===== src/rtl/owt_rx_frame_ctrl.sv =====
`default_nettype none
// ============================================================================
// Module   : owt_rx_frame_ctrl
// Purpose  : Receive-side sequencer for the one-wire-transfer symbol measurer.
//            Drives the measurer count enable, classifies each measured symbol
//            length as SYNC / BIT0 / BIT1 / illegal, assembles FRAME_BITS data
//            bits after a SYNC and reports completed frames and errors.
// Ports    : i_clk       clock
//            i_rst_n     asynchronous active-low reset
//            i_rx_en     receiver enable (level)
//            i_sym_vld   measurer symbol-valid pulse
//            i_sym_len   measured symbol length (sampled with i_sym_vld)
//            o_cnt_flg   count enable to measurer
//            o_busy      high while collecting frame data
//            o_frm_vld   one-cycle frame-complete pulse
//            o_frm_data  last completed frame, MSB = first received bit
//            o_err       one-cycle error pulse
//            o_err_code  1 = sync in data, 2 = illegal length, 3 = timeout
// Revision : 1.0  initial release
// ============================================================================
module owt_rx_frame_ctrl #(
    parameter int CNT_OWT_EXT_CYC_W = 8,
    parameter int FRAME_BITS        = 16,
    parameter int BIT0_MIN          = 3,
    parameter int BIT0_MAX          = 5,
    parameter int BIT1_MIN          = 7,
    parameter int BIT1_MAX          = 9,
    parameter int SYNC_MIN          = 14,
    parameter int SYNC_MAX          = 18,
    parameter int TIMEOUT_CYC       = 40
) (
    input  logic                         i_clk,
    input  logic                         i_rst_n,
    input  logic                         i_rx_en,
    input  logic                         i_sym_vld,
    input  logic [CNT_OWT_EXT_CYC_W-1:0] i_sym_len,
    output logic                         o_cnt_flg,
    output logic                         o_busy,
    output logic                         o_frm_vld,
    output logic [FRAME_BITS-1:0]        o_frm_data,
    output logic                         o_err,
    output logic [1:0]                   o_err_code
);

    localparam int BCNT_W = $clog2(FRAME_BITS + 1);
    localparam int IDLE_W = $clog2(TIMEOUT_CYC + 1);

    typedef logic [CNT_OWT_EXT_CYC_W-1:0] len_t;
    typedef logic [BCNT_W-1:0]            bcnt_t;
    typedef logic [IDLE_W-1:0]            idle_t;

    localparam len_t  C_BIT0_MIN = len_t'(BIT0_MIN);
    localparam len_t  C_BIT0_MAX = len_t'(BIT0_MAX);
    localparam len_t  C_BIT1_MIN = len_t'(BIT1_MIN);
    localparam len_t  C_BIT1_MAX = len_t'(BIT1_MAX);
    localparam len_t  C_SYNC_MIN = len_t'(SYNC_MIN);
    localparam len_t  C_SYNC_MAX = len_t'(SYNC_MAX);
    localparam bcnt_t C_FRAME_BITS  = bcnt_t'(FRAME_BITS);
    localparam idle_t C_TIMEOUT_CYC = idle_t'(TIMEOUT_CYC);

    localparam logic [1:0] C_ERR_SYNC = 2'd1;
    localparam logic [1:0] C_ERR_LEN  = 2'd2;
    localparam logic [1:0] C_ERR_TO   = 2'd3;

    typedef enum logic [2:0] {
        S_IDLE    = 3'd0,
        S_ARM     = 3'd1,
        S_HUNT    = 3'd2,
        S_DATA    = 3'd3,
        S_RESTART = 3'd4
    } state_t;

    state_t                state_q, state_d;
    bcnt_t                 bcnt_q, bcnt_d;
    idle_t                 idle_q, idle_d;
    logic [FRAME_BITS-1:0] shift_q, shift_d;
    logic [FRAME_BITS-1:0] frm_data_q, frm_data_d;
    logic                  frm_vld_q, frm_vld_d;
    logic                  err_q, err_d;
    logic [1:0]            err_code_q, err_code_d;
    logic                  cnt_flg_q, busy_q;

    // Classification with SYNC > BIT1 > BIT0 priority.
    logic  w_is_sync, w_is_bit1, w_is_bit0;
    bcnt_t w_bcnt_inc;
    idle_t w_idle_inc;
    logic  w_cnt_flg_d;

    assign w_is_sync = (i_sym_len >= C_SYNC_MIN) && (i_sym_len <= C_SYNC_MAX);
    assign w_is_bit1 = !w_is_sync && (i_sym_len >= C_BIT1_MIN) && (i_sym_len <= C_BIT1_MAX);
    assign w_is_bit0 = !w_is_sync && !w_is_bit1 &&
                       (i_sym_len >= C_BIT0_MIN) && (i_sym_len <= C_BIT0_MAX);

    assign w_bcnt_inc = bcnt_q + 1'b1;
    // Saturating idle counter increment.
    assign w_idle_inc = (idle_q == '1) ? idle_q : idle_q + 1'b1;

    always_comb begin
        state_d    = state_q;
        bcnt_d     = bcnt_q;
        idle_d     = idle_q;
        shift_d    = shift_q;
        frm_data_d = frm_data_q;
        frm_vld_d  = 1'b0;
        err_d      = 1'b0;
        err_code_d = err_code_q;

        case (state_q)
            S_IDLE: begin
                if (i_rx_en) state_d = S_ARM;
            end
            S_ARM: begin
                // First symbol measures from an arbitrary start point.
                if (i_sym_vld) state_d = S_HUNT;
            end
            S_HUNT: begin
                if (i_sym_vld && w_is_sync) begin
                    state_d = S_DATA;
                    bcnt_d  = '0;
                    shift_d = '0;
                    idle_d  = '0;
                end
            end
            S_DATA: begin
                if (i_sym_vld) begin
                    // A symbol in the terminal-count cycle wins over timeout.
                    idle_d = '0;
                    if (w_is_sync) begin
                        err_d      = 1'b1;
                        err_code_d = C_ERR_SYNC;
                        bcnt_d     = '0;
                        shift_d    = '0;
                    end else if (w_is_bit1 || w_is_bit0) begin
                        shift_d = {shift_q[FRAME_BITS-2:0], w_is_bit1};
                        bcnt_d  = w_bcnt_inc;
                        if (w_bcnt_inc == C_FRAME_BITS) begin
                            frm_data_d = {shift_q[FRAME_BITS-2:0], w_is_bit1};
                            frm_vld_d  = 1'b1;
                            state_d    = S_RESTART;
                        end
                    end else begin
                        err_d      = 1'b1;
                        err_code_d = C_ERR_LEN;
                        state_d    = S_RESTART;
                    end
                end else begin
                    idle_d = w_idle_inc;
                    if (w_idle_inc == C_TIMEOUT_CYC) begin
                        err_d      = 1'b1;
                        err_code_d = C_ERR_TO;
                        state_d    = S_RESTART;
                    end
                end
            end
            S_RESTART: begin
                state_d = S_ARM;
            end
            default: begin
                state_d = S_IDLE;
            end
        endcase

        // Disable drops any partial frame silently and overrides everything.
        if (!i_rx_en) begin
            state_d    = S_IDLE;
            frm_vld_d  = 1'b0;
            frm_data_d = frm_data_q;
            err_d      = 1'b0;
            err_code_d = err_code_q;
        end
    end

    // Count enable is registered from the next state so it changes on the
    // same edge that enters ARM, RESTART or IDLE.
    assign w_cnt_flg_d = (state_d == S_ARM) || (state_d == S_HUNT) || (state_d == S_DATA);

    always_ff @(posedge i_clk or negedge i_rst_n) begin
        if (!i_rst_n) begin
            state_q    <= S_IDLE;
            bcnt_q     <= '0;
            idle_q     <= '0;
            shift_q    <= '0;
            frm_data_q <= '0;
            frm_vld_q  <= 1'b0;
            err_q      <= 1'b0;
            err_code_q <= 2'd0;
            cnt_flg_q  <= 1'b0;
            busy_q     <= 1'b0;
        end else begin
            state_q    <= state_d;
            bcnt_q     <= bcnt_d;
            idle_q     <= idle_d;
            shift_q    <= shift_d;
            frm_data_q <= frm_data_d;
            frm_vld_q  <= frm_vld_d;
            err_q      <= err_d;
            err_code_q <= err_code_d;
            cnt_flg_q  <= w_cnt_flg_d;
            busy_q     <= (state_d == S_DATA);
        end
    end

    assign o_cnt_flg  = cnt_flg_q;
    assign o_busy     = busy_q;
    assign o_frm_vld  = frm_vld_q;
    assign o_frm_data = frm_data_q;
    assign o_err      = err_q;
    assign o_err_code = err_code_q;

endmodule
`default_nettype wire


===== config.mk =====
export PLATFORM = sky130hd
export DESIGN_NAME = owt_rx_frame_ctrl
export DESIGN_NICKNAME = d
export VERILOG_FILES = /design/src/rtl/owt_rx_frame_ctrl.sv
export SDC_FILE = /design/constraint.sdc
export NUM_CORES = 1
export LEC_CHECK = 0
export BUFFER_PORTS_ARGS = -buffer_cell sky130_fd_sc_hd__buf_2
export CORE_MARGIN = 2
export CORE_UTILIZATION = 56
export DETAILED_ROUTE_END_ITERATION = 6
export HOLD_SLACK_MARGIN = 0.15
export PLACE_DENSITY_LB_ADDON = 0.05
export SYNTH_ARGS = -nofsm -noshare
export SYNTH_HDL_FRONTEND = slang
export SYNTH_SLANG_ARGS = --single-unit

===== constraint.sdc =====
create_clock -name i_clk -period 2.4 [get_ports i_clk]
set_input_delay 0.12 -clock i_clk [delete_from_list [all_inputs] [get_ports i_clk]]
set_output_delay 0.12 -clock i_clk [all_outputs]
set_load 0.005 [all_outputs]

Word-level counts from Yosys, hierarchy flattened. Index checks and enable logic that the tools add are counted.

Word-level logic and storage cells: 92. Input bits: 12. Latch bits: 0. Memories kept: 0. Flip-flop bits (word level): 51. ROM bits: 0. Bits in writable memories: 0.

Bitwise gates (word level): 1. Order comparisons: 6. Div/mod/pow operators: 0. Multiply operators: 0. Eq/ne operators: 14. Reduce and logical (&&, ||, !) cells: 20. Shift operators: 0. $add $sub $neg: 2. Mux-type cells: 39.

Operator list (count): $mux W15 (4); $pmux W15 S2 (1); $mux W3 (8); $mux W5 (4); $mux W6 (3); $eq A3 B2 Y1 const B (4); $eq A6 B6 Y1 const B (2); $mux W1 (12); $pmux W3 S4 (1); $pmux W6 S2 (1); $pmux W5 S2 (1); $ge A8 B2 Y1 const B (1); $ge A8 B3 Y1 const B (1); $ge A8 B4 Y1 const B (1); $le A8 B3 Y1 const B (1); $le A8 B4 Y1 const B (1); $le A8 B5 Y1 const B (1); $mux W2 (4); $reduce_and A4 Y1 (2); $logic_and A1 B1 Y1 (7); $add A6 B1 Y6 const B (1); $eq A3 B1 Y1 const B (2); $ne A3 B3 Y1 const B (2); $reduce_and A6 Y1 (1); 11 further kinds (16).

Longest topological paths before layout. Gate-level depths: netlist of run 1.

Depth after elaboration: 18. Mapped depth: 7.

Worst setup path before layout of run 1. No wires, ideal clock.

Path type: reg-to-reg. Start point: register state_q[2]. End point: register frm_data_q[10] (netlist: o_frm_data[10]). Buffers on the path: 2. Setup time: 125 ps. Period minus slack after synthesis: 1984 ps. Cell stages (with the launch flop): 7. Arrival: 1858 ps. Data required time: 2275 ps. Setup slack: 416 ps. Cells stage by stage: dfrtp_1 > and2b_1 > nand3_1 > or4_1 > buf_6 > buf_12 > mux2_4.

Word-level cells in the longest chain between the ends: 2.

Ends and longest elaborated chain: from (decl) (line 73) `state_t state_q, state_d;`; from (signal assigned) (line 190) `state_q <= state_d;`; $eq A3 B2 Y1 (line 108) `case (state_q)`; $reduce_and A6 Y1 (no line); to (signal assigned) (line 194) `frm_data_q <= frm_data_d;`; to (decl) (line 77) `logic [FRAME_BITS-1:0] frm_data_q, frm_data_d;`.

No other way between the ends. A chain may end at the register's enable or synchronous reset.

Worst setup path after layout of run 1.
Start point: register idle_q[1]. End point: register err_code_q[1] (netlist: o_err_code[1]).

Word-level cells in the longest chain between the ends: 5. Elaborated cells on any way between the ends: 6. Those cells by class: 1 x add/sub; 2 x eq/ne; 1 x mux; 2 x reduce/logical.

Ends and longest elaborated chain: from (decl) (line 75) `idle_t idle_q, idle_d;`; from (signal assigned) (line 192) `idle_q <= idle_d;`; $add A6 B1 Y6 / $eq A6 B6 Y1 (equally long branches) (line 96) `assign w_idle_inc = (idle_q == '1) ? idle_q : idle_q + 1'b1;`; $mux W6 (*) (line 96); $eq A6 B6 Y1 (*) (line 148) `if (w_idle_inc == C_TIMEOUT_CYC) begin`; $reduce_bool A2 Y1 (no line) (*); $reduce_and A4 Y1 (no line) (*); to (signal assigned) (line 197) `err_code_q <= err_code_d;`; to (decl) (line 80) `logic [1:0] err_code_q, err_code_d;`.

Every way passes the cells marked *; elsewhere a longest branch is shown, timed or not.

==> results of run 1 <==
[cell usage after synthesis (all sizes together), types with 2 or more instances]
cell	number
buf	2
nor4b	2
nor3	2
mux2	17
clkbuf	8
inv	7
ha	2
a21o	2
or3b	2
xnor2	3
a21oi	13
a211oi	3
nand2	11
nand3	9
nor2	10
or2	2
dfrtp	51
o22ai	2
o21ai	12
a211o	2
nand4b	2
a31oi	4
a22o	18
nand2b	4
[layout make-up]
cell class / instances / area, um^2
Tap cell: 50 / 62.6
Clock buffer: 5 / 68.8
Timing Repair Buffer: 45 / 260
Inverter: 7 / 26.3
Multi-Input combinational cell: 141 / 1050
Fill cell: 310 / 1290
Clock inverter: 3 / 18.8
Sequential cell: 51 / 1280
[metrics by stage]
stage / utilization / worst slack, ns
after floorplan: - / 0.416
after global placement: 0.651 / 0.315
final: 0.682 / 0.260
after detailed placement: 0.651 / 0.142
after CTS: 0.678 / 0.121
after global routing: 0.682 / 0.0508
[layout by cell type (no fill, tap or decap), types with 7 or more instances in the layout]
cell / synthesis / final
a22o_1: 18 / 18
o21ai_0: 12 / 12
buf_4: 0 / 10
dfrtp_1: 51 / 50
nor2_1: 10 / 10
inv_1: 7 / 7
nand2_1: 11 / 11
mux2_4: 9 / 9
mux2_2: 8 / 8
a21oi_1: 13 / 13
buf_2: 0 / 33
nand3_1: 8 / 8
[registers in the layout, summed over array words and instances (netlist names)]
| name | cells |
|---|---|
| o_frm_vld | 1 |
| state_q | 3 |
| o_cnt_flg | 1 |
| o_frm_data | 16 |
| o_busy | 1 |
| idle_q | 6 |
| bcnt_q | 5 |
| o_err | 1 |
| o_err_code | 2 |
| shift_q | 15 |
[logic make-up (layout without fill, tap and decap cells)]
| group | count (synthesis) | count (layout) | synth area share |
|---|---|---|---|
| buffers and inverters | 17 | 60 | 0.0364 |
| xor gates and xnor gates | 3 | 3 | 0.0109 |
| AOI/OAI and AO/OA | 64 | 64 | 0.188 |
| adders and majority gates | 2 | 2 | 0.0104 |
| muxes | 18 | 18 | 0.0977 |
| and+or+nand+nor | 54 | 54 | 0.127 |
| DFF | 51 | 51 | 0.530 |
[what timing repair did]
item	CTS	global route
resized for setup	0	3
endpoints found under the hold margin	53	0
setup endpoints to repair	0	6
setup buffers	0	1
hold buffers	2	0
[metal layers]
metal  up-vias  track usage  wire (um)
met5         -            0          0
met4         0       0.0784         70
li1        863            -          -
met2        42        0.378       2490
met1       899        0.250       2030
met3         9       0.0320        181
[worst max-delay path: stages (launching register included)]
cell and delay [ns]:
dfrtp_2 0.44, ha_2 0.26, and4_1 0.25, nand2_1 0.17, xnor2_1 0.21, o211ai_1 0.15
buf_4 0.18, nor3b_2 0.23, o32a_1 0.19
[report_power, final]
part | internal [mW] | switching (mW)
clock | 0.205 | 0.277
sequential | 0.910 | 0.0646
combinational | 0.136 | 0.145
total | 1.25 | 0.486
[path summary, 6_finish.rpt]
kind | endpoint | from | cells past startpoint | slack (ns)
max | o_err_code[1]$_DFFE_PN0P_ | idle_q[1]$_DFFE_PN0P_ | 8 | 0.26
min reg2reg | o_frm_data[15]$_DFFE_PN0P_ | o_frm_data[15]$_DFFE_PN0P_ | 1 | 0.50
min | o_err_code[1]$_DFFE_PN0P_ | i_sym_len[6] | 3 | 0.28
max in group asynchronous | idle_q[1]$_DFFE_PN0P_ | i_rst_n | 3 | 1.47
min in group asynchronous | o_frm_data[3]$_DFFE_PN0P_ | i_rst_n | 3 | 0.48
max reg2reg | o_err_code[1]$_DFFE_PN0P_ | idle_q[1]$_DFFE_PN0P_ | 8 | 0.26
==> impl_results.md, run 1 <==
* Slew headroom at 0.585
* Initial antenna violation count at 0
* Power density cells at between 600 and 700 nW/um^2
* Die area at about 4800 um^2
* CTS tree: built
* CTS sink count at 51
* Dominant synthesized flop cell: dfrtp_1
* Post-synth top area cell: dfrtp_1
* Detail Placement HPWL at about 3300 um
* Final hold violation count at 0
* Vias per std cell at around 6.0
* Peak supply drop at slightly above 0.4 mV
* Ys async rst share at 1.00
* Via Count at approximately 1800
* Initial core utilization at 0.594
* CP startpoint kind: register
* Seq/Total Area, Yosys at 0.530
* Total Nets Final at around 270
* First-pass GRT wire length at roughly 8400 um
* Arr. time, crit path at 2.38 ns
* Max Root-Sink Buffers at 2
* Status: completed
* Layout area overhead at 14.9%
* Worst EP required at around 2.6 ns
* GP Congestion at around 1.1
* Final worst-path cycle share at 0.892
* Total CTS buffers at 5
* DRT Pass-1 Iters at 5
* Hold slack at 0.277 ns
* Clock Pin Slew Worst Setup and Hold Paths at approximately 0.090 ns
* Largest net degree at the start of global routing at between 50 and 60
* Post-synth EDFFs at 0
* Maximum clock rate at roughly 470 MHz
* Number of diodes at 0
* # setup viols final at 0
* DIE WIDTH at around 70 um
* Root Driver: clkbuf_8
* Crit end category: register
* Clk_skew at between 0.003 and 0.004 ns
* IO Port Bufs at 33
* Warnings from Yosys at 0
* Post-route cell area at 2770 um^2
* Core area at about 4000 um^2
* Fin crit period at roughly 2.1 ns
* Critical path class: register to register
* Setup TNS Final at 0 ns
* Share of the synthesized area in the top cell type at 0.530
* Total chip power at approximately 1.7 mW
* Overflow after GRT at 0
* Clock H-tree levels at 2
* Placed Instances at between 200 and 300
* Row count at 23
* GRT Resource Usage Total at 0.209
* Mapped Cells at between 200 and 250
* Max-cap viol count at 0
* Leakage at ~1.4 nW
* Routed WL per cell at 15.8 um
* Cell Area, Synth at ~2400 um^2
* First DRT Iteration DRCs at ~120
* Final Non-Filler Cells at a little over 300
* Post-DRT Antenna Nets at 0
* Die Height at 69.6 um
* Synth Net Count at 223
* Top Ports at 34
* Vias in the first global route at approximately 1900
* Fin. max-slew vios at 0
* Dpl cell area at between 2000 and 3000 um^2
* Avg Cell Area, Syn at about 12 um^2
* Worst-Margin Slew at around 0.62 ns
* Remaining DRCs at 0
* RSZ-0062 raised after global routing: no
* Synthesis-stage register bit count at 51
* Layout cells sized above 1 at 0.310
* Worst-path fanout max at 8
* Hold Path Class: primary input to register
* Skew-Pair Late Insertion Delay at about 0.3 ns
* Final WL at 4770 um
* Largest cells by area after synthesis: dfrtp_1 (53%), a22o_1 (6.5%), mux2_4 (5.6%)
* Synth cell types at 48
(Power assumes the default switching activity.)
==> run 2, diff against run 1 <==
==> constraint.sdc (replaced) <==
create_clock -name i_clk -period 2.1 [get_ports i_clk]
set_input_delay 0.105 -clock i_clk [delete_from_list [all_inputs] [get_ports i_clk]]
set_output_delay 0.105 -clock i_clk [all_outputs]
set_load 0.005 [all_outputs]
==> impl_results.md, run 2 (same netlist as run 1, synthesis figures left out) <==
* Worst-Margin Slew at 0.447 ns (-0.175 ns)
* Vias per std cell at 5.89 (-1.8%)
* Fin. max-slew vios at 0 (unchanged)
* Die Height at 69.6 um (unchanged)
* GP Congestion at 0.857 (-18%)
* Worst r2r dst: o_err_code[0]$_DFFE_PN0P_
* Setup TNS Final at 0 ns (unchanged)
* Die area at 4840 um^2 (unchanged)
* Clock Pin Slew Worst Setup and Hold Paths at 0.09 ns (about the same)
* Root Driver: clkbuf_8
* Fin crit period at 1.98 ns (-0.159 ns)
* Max-cap viol count at 0 (unchanged)
* Hold Path Class: primary input to async pin
* Routed WL per cell at 15.5 um (-1.8%)
* Initial antenna violation count at 0 (unchanged)
* Clk_skew at 0.00479 ns (+0.00120 ns)
* Peak supply drop at 0.398 mV (-1.6%)
* GRT met2 Usage at 0.377 (-0.00107)
* Crit end category: register
* Critical path class: register to register
* Via Count at 1821 (+0.44%)
* CTS sink count at 51 (unchanged)
* Post-DRT Antenna Nets at 0 (unchanged)
* Core Util, Final at 0.699 (+0.0173)
* GRT busiest layer: met2
* Total Nets Final at 272 (+2.6%)
* CP Capture Point: o_err_code[0]$_DFFE_PN0P_
* Maximum clock rate at 505 MHz (+8.0%)
* Post-route cell area at 2840 um^2 (+2.5%)
* Fillers at 301 (-2.9%)
* Top Ports at 34 (unchanged)
* Worst setup margin at 0.120 ns (-0.141 ns)
* DP Worst Slack at 0.0238 ns (-0.119 ns)
* First DRT Iteration DRCs at 82 (-33%)
* CP startpoint kind: register
* Clock H-tree levels at 2 (unchanged)
* First-pass GRT wire length at 8110 um (-3.0%)
* # setup viols final at 0 (unchanged)
* Max reg flops at 16 (unchanged)
* Placed Instances at 299 (+2.7%)
* R2R Path Start: idle_q[1]$_DFFE_PN0P_
* Final hold violation count at 0 (unchanged)
* DIE WIDTH at 69.6 um (unchanged)
* R2R cell count at 8 (unchanged)
* Dpl cell area at 2700 um^2 (+2.3%)
* CTS tree: built
* Leakage at 1.43 nW (+2.8%)
* RSZ-0062 raised after global routing: no
* Crit path from: idle_q[1]$_DFFE_PN0P_
* Final Non-Filler Cells at 309 (+2.3%)
* Arr. time, crit path at 2.16 ns (-0.22 ns)
* Row count at 23 (unchanged)
* Layout cells sized above 1 at 0.328 (+0.0187)
* Remaining DRCs at 0 (unchanged)
* Met1 usage at 0.243 (-0.00696)
* Detail Placement HPWL at 3420 um (+4.5%)
* Power density cells at 728 nW/um^2 (+16%)
* Leading cell types in the layout, fill and taps excluded: dfrtp_1 (51), buf_2 (33), a22o_1 (18)
* Worst-path fanout max at 7 (-1)
* Number of diodes at 0 (unchanged)
* Final worst-path cycle share at 0.943 (+0.0515)
* Skew-Pair Late Insertion Delay at 0.30 ns (about the same)
* Area taken by multi-input logic gates at 1050 um^2 (+0.24%)
* Total CTS buffers at 5 (unchanged)
* Vias in the first global route at 1798 (-3.6%)
* Register area at 1280 um^2 (about the same)
* Hold slack at 0.254 ns (-0.0238 ns)
* M3 GR Usage at 0.0523 (+0.0203)
* Final WL at 4790 um (+0.44%)
* Commonest non-fill, non-tap cell in the layout: dfrtp_1
* Status: completed
* Layout area overhead at 17.8%
* R2r setup slk at 0.12 ns (-0.14 ns)
* IO Port Bufs at 33 (unchanged)
* Core area at 4060 um^2 (unchanged)
* Initial core utilization at 0.594 (unchanged)
* Max Root-Sink Buffers at 2 (unchanged)
* GRT Resource Usage Total at 0.207 (-0.00193)
* DRT Pass-1 Iters at 4 (-1)
* Slew headroom at 0.701 (+0.115)
* Largest net degree at the start of global routing at 21 (-60%)
* Total chip power at 2.07 mW (+19%)
* Overflow after GRT at 0 (unchanged)
* Worst EP required at 2.28 ns (-0.36 ns)
[run 2: worst min path at each step]
stage	start	end	slack [ns]	depth (start not counted)
floorplan	i_rst_n	bcnt_q[0]$_DFFE_PN0P_	-0.19	0
finish	i_rst_n	shift_q[1]$_DFFE_PN0P_	0.25	2
CTS	i_rst_n	shift_q[1]$_DFFE_PN0P_	0.26	2
global route	i_rst_n	state_q[0]$_DFF_PN0_	0.29	2
global placement	i_rst_n	shift_q[2]$_DFFE_PN0P_	0.04	1
detailed placement	i_rst_n	o_frm_data[2]$_DFFE_PN0P_	0.05	1
[run 2: layout make-up]
cell class              count  area share
multi-input cells         141       0.372
clock buffers               7      0.0340
flip-flops and latches     51       0.450
well taps                  50      0.0221
clock inverters             1     0.00265
inverters                   7     0.00926
repair buffers             52       0.110
[run 2: power breakdown]
part,internal [mW],switching [mW],leakage (nW)
clock network,0.300,0.311,0.0505
registers,1.04,0.0515,0.700
logic,0.175,0.190,0.678
[run 2: worst max-delay path, cell delays in order (launching register included)]
cell and delay, ns:
dfrtp_1 0.38, ha_2 0.25, and4_1 0.25, nand2_1 0.09, xnor2_1 0.14, o211ai_1 0.40, buf_4 0.19, a211o_1 0.09
o21ai_0 0.07
[run 2: per-layer routing]
metal	part of all wire	vias up
met5	0	-
li1	-	873
met2	0.52	28
met4	0.0094	0
met1	0.44	916
met3	0.025	4
[run 2: what timing repair did]
action / CTS / global route
endpoints found under the setup margin: 1 / 2
hold endpoints to repair: 53 / 0
setup buffers: 0 / 0
resized for setup: 1 / 2
hold buffers: 2 / 0
gates cloned: 0 / 0
pin swaps: 0 / 1
==> run 3, diff against run 2 <==
==> config.mk (replaced) <==
export PLATFORM = sky130hd
export DESIGN_NAME = owt_rx_frame_ctrl
export DESIGN_NICKNAME = d
export VERILOG_FILES = /design/src/rtl/owt_rx_frame_ctrl.sv
export SDC_FILE = /design/constraint.sdc
export NUM_CORES = 1
export LEC_CHECK = 0
export CORE_MARGIN = 2
export CORE_UTILIZATION = 62
export DETAILED_ROUTE_END_ITERATION = 6
export DONT_BUFFER_PORTS = 1
export HOLD_SLACK_MARGIN = 0.15
export PLACE_DENSITY_LB_ADDON = 0.05
export SLEW_MARGIN = 30
export SYNTH_ARGS = -nofsm -noshare
export SYNTH_HDL_FRONTEND = slang
export SYNTH_SLANG_ARGS = --single-unit
==> impl_results.md, run 3 (same netlist as run 1, synthesis figures left out) <==
* Status: completed
* Max Root-Sink Buffers at 2 (unchanged)
* CTS tree: built
* Leakage at 1.27 nW (-11%)
* # setup viols final at 0 (unchanged)
* Overflow after GRT at 0 (unchanged)
* GP Congestion at 0.893 (+4.1%)
* Fin. max-slew vios at 0 (unchanged)
* Setup TNS Final at 0 ns (unchanged)
* Worst-path fanout max at 17 (+10)
* Critical path's slowest cell: or4_1
* DRT Pass-1 Iters at 4 (unchanged)
* Arr. time, crit path at 2.18 ns (+0.02 ns)
* Final WL at 4460 um (-7.0%)
* Leading cell types in the layout, fill and taps excluded: dfrtp_1 (51), a22o_1 (18), a21oi_1 (13)
* Die Height at 66.3 um (-4.7%)
* Total Nets Final at 237 (-13%)
* Max reg flops at 16 (unchanged)
* Core area at 3690 um^2 (-9.1%)
* Max-cap viol count at 0 (unchanged)
* Crit end category: register
* Row count at 22 (-4.3%)
* Total CTS buffers at 5 (unchanged)
* Detail Placement HPWL at 3020 um (-12%)
* GRT Resource Usage Total at 0.230 (+0.0231)
* Slowest stage delay, CP at 0.48 ns (+0.08 ns)
* Post-DRT Antenna Nets at 0 (unchanged)
* Remaining DRCs at 0 (unchanged)
* Die area at 4400 um^2 (-9.1%)
* WP buf/inv at 1 (unchanged)
* Commonest non-fill, non-tap cell in the layout: dfrtp_1
* Final worst-path cycle share at 0.946 (+0.00286)
* First-pass GRT wire length at 7610 um (-6.1%)
* Slew headroom at 0.721 (+0.0205)
* Worst EP required at 2.29 ns (about the same)
* Comb power frac at 0.155 (-0.022)
* Layout cells sized above 1 at 0.210 (-0.118)
* Maximum clock rate at 503 MHz (-0.30%)
* Final hold violation count at 0 (unchanged)
* Worst-Margin Slew at 0.417 ns (-0.0303 ns)
* Clk_skew at 0.0119 ns (+0.00713 ns)
* Fin crit period at 1.99 ns (+0.00602 ns)
* Number of diodes at 0 (unchanged)
* DIE WIDTH at 66.3 um (-4.7%)
* Vias per std cell at 6.40 (+8.5%)
* IO Port Bufs at 0 (-100%)
* Top Ports at 34 (unchanged)
* Int Pwr at 1.56 mW (+2.9%)
* Peak supply drop at 0.621 mV (+56%)
* Crit path max-delay family: simple AND/OR/NAND/NOR gates
* Clock Pin Slew Worst Setup and Hold Paths at 0.09 ns (about the same)
* Seq pwr share at 0.518 (-0.010)
* Layout area overhead at 11.6%
* Power density cells at 788 nW/um^2 (+8.2%)
* Hold Path Class: primary input to register
* Crit-path cells: and2b_1 -> nand3_1 -> or4_1 -> buf_4 -> mux2_4
* RSZ-0062 raised after global routing: no
* Via Count at 1740 (-4.4%)
* Root Driver: clkbuf_8
* Critical path class: register to register
* Clock share of power at 0.326 (+0.030)
* Initial antenna violation count at 0 (unchanged)
* Sw Pwr at 0.561 mW (+1.6%)
* Clock H-tree levels at 2 (unchanged)
* Vias in the first global route at 1696 (-5.7%)
* Initial core utilization at 0.653 (+0.0594)
* CP startpoint kind: register
* CTS sink count at 51 (unchanged)
* Skew-Pair Late Insertion Delay at 0.31 ns (about the same)
* Routed WL per cell at 16.4 um (+5.7%)
* First DRT Iteration DRCs at 145 (+77%)
* Sw frac at 0.265 (-0.00236)
* Hold slack at 0.162 ns (-0.0914 ns)
* Largest net degree at the start of global routing at 52 (+150%)
-- run 3: cell count changes in the layout (fill, tap and decap cells not counted) --
| cell | before | now |
|---|---|---|
| bufinv_16 | 0 | 1 |
| inv_6 | 0 | 1 |
| buf_16 | 0 | 1 |
| buf_2 | 33 | 0 |
| dlygate4sd3_1 | 2 | 4 |
| nor2_1 | 9 | 10 |
| nor2_2 | 1 | 0 |
| clkbuf_8 | 7 | 5 |
| buf_4 | 17 | 12 |
-- run 3: worst register-to-register path, delay by kind of cell, from the launching register on --
family | cells | cell delay [ns]
buf+inv | 1 | 0.24
mux | 1 | 0.32
flops | 1 | 0.45
simple gates | 3 | 0.87
-- run 3: area by class of cell --
class | instances | area, um^2
sequential | 51 | 1280
multi-input combinational | 141 | 1050
fill | 244 | 1000
timing repair buffer | 17 | 158
clock buffer | 5 | 68.8
tap | 48 | 60.1
clock inverter | 3 | 46.3
inverter | 7 | 26.3
-- run 3: layer usage --
metal / vias up / wire (um) / global-route usage
li1: 803 / - / -
met1: 871 / 1900 / 0.276
met2: 57 / 2230 / 0.394
met3: 9 / 204 / 0.0494
met4: 0 / 116 / 0.107
met5: - / 0 / 0
-- run 3: stage by stage --
step	power (mW)	setup slack, ns	util	cell area, um^2	instances
after floorplan	1.31	0.116	-	2410	209
after global placement	1.38	0.172	0.675	2490	258
after detailed placement	1.40	0.0796	0.675	2490	258
after CTS	2.11	0.0515	0.725	2670	271
after global routing	2.22	0.0110	0.729	2690	272
final	2.12	0.114	0.729	2690	272
-- run 3: final timing paths --
path | start | to | slack [ns] | cells after the start
worst min register to register | shift_q[8]$_DFFE_PN0P_ | shift_q[9]$_DFFE_PN0P_ | 0.53 | 1
max in group asynchronous | i_rst_n | o_frm_data[7]$_DFFE_PN0P_ | 1.58 | 2
worst max register to register | state_q[2]$_DFF_PN0_ | o_frm_data[7]$_DFFE_PN0P_ | 0.11 | 5
worst min-delay path | i_sym_len[4] | shift_q[0]$_DFFE_PN0P_ | 0.16 | 3
min in group asynchronous | i_rst_n | shift_q[5]$_DFFE_PN0P_ | 0.30 | 2
worst max-delay path | state_q[2]$_DFF_PN0_ | o_frm_data[7]$_DFFE_PN0P_ | 0.11 | 5
-- run 3: what timing repair did --
item                                    CTS  global route
resized for setup                         0             2
endpoints found under the setup margin    0             3
endpoints found under the hold margin    63             0
hold buffers                              5             0
buffers inserted                          0             1
-- run 3: power groups by stage --
stage | sequential, mW | combinational, mW | clock, mW
final | 1.10 | 0.329 | 0.691
after global routing | 1.10 | 0.368 | 0.746
after CTS | 1.09 | 0.316 | 0.704
after detailed placement | 1.11 | 0.283 | 0
after global placement | 1.11 | 0.267 | 0
after floorplan | 1.10 | 0.208 | 0
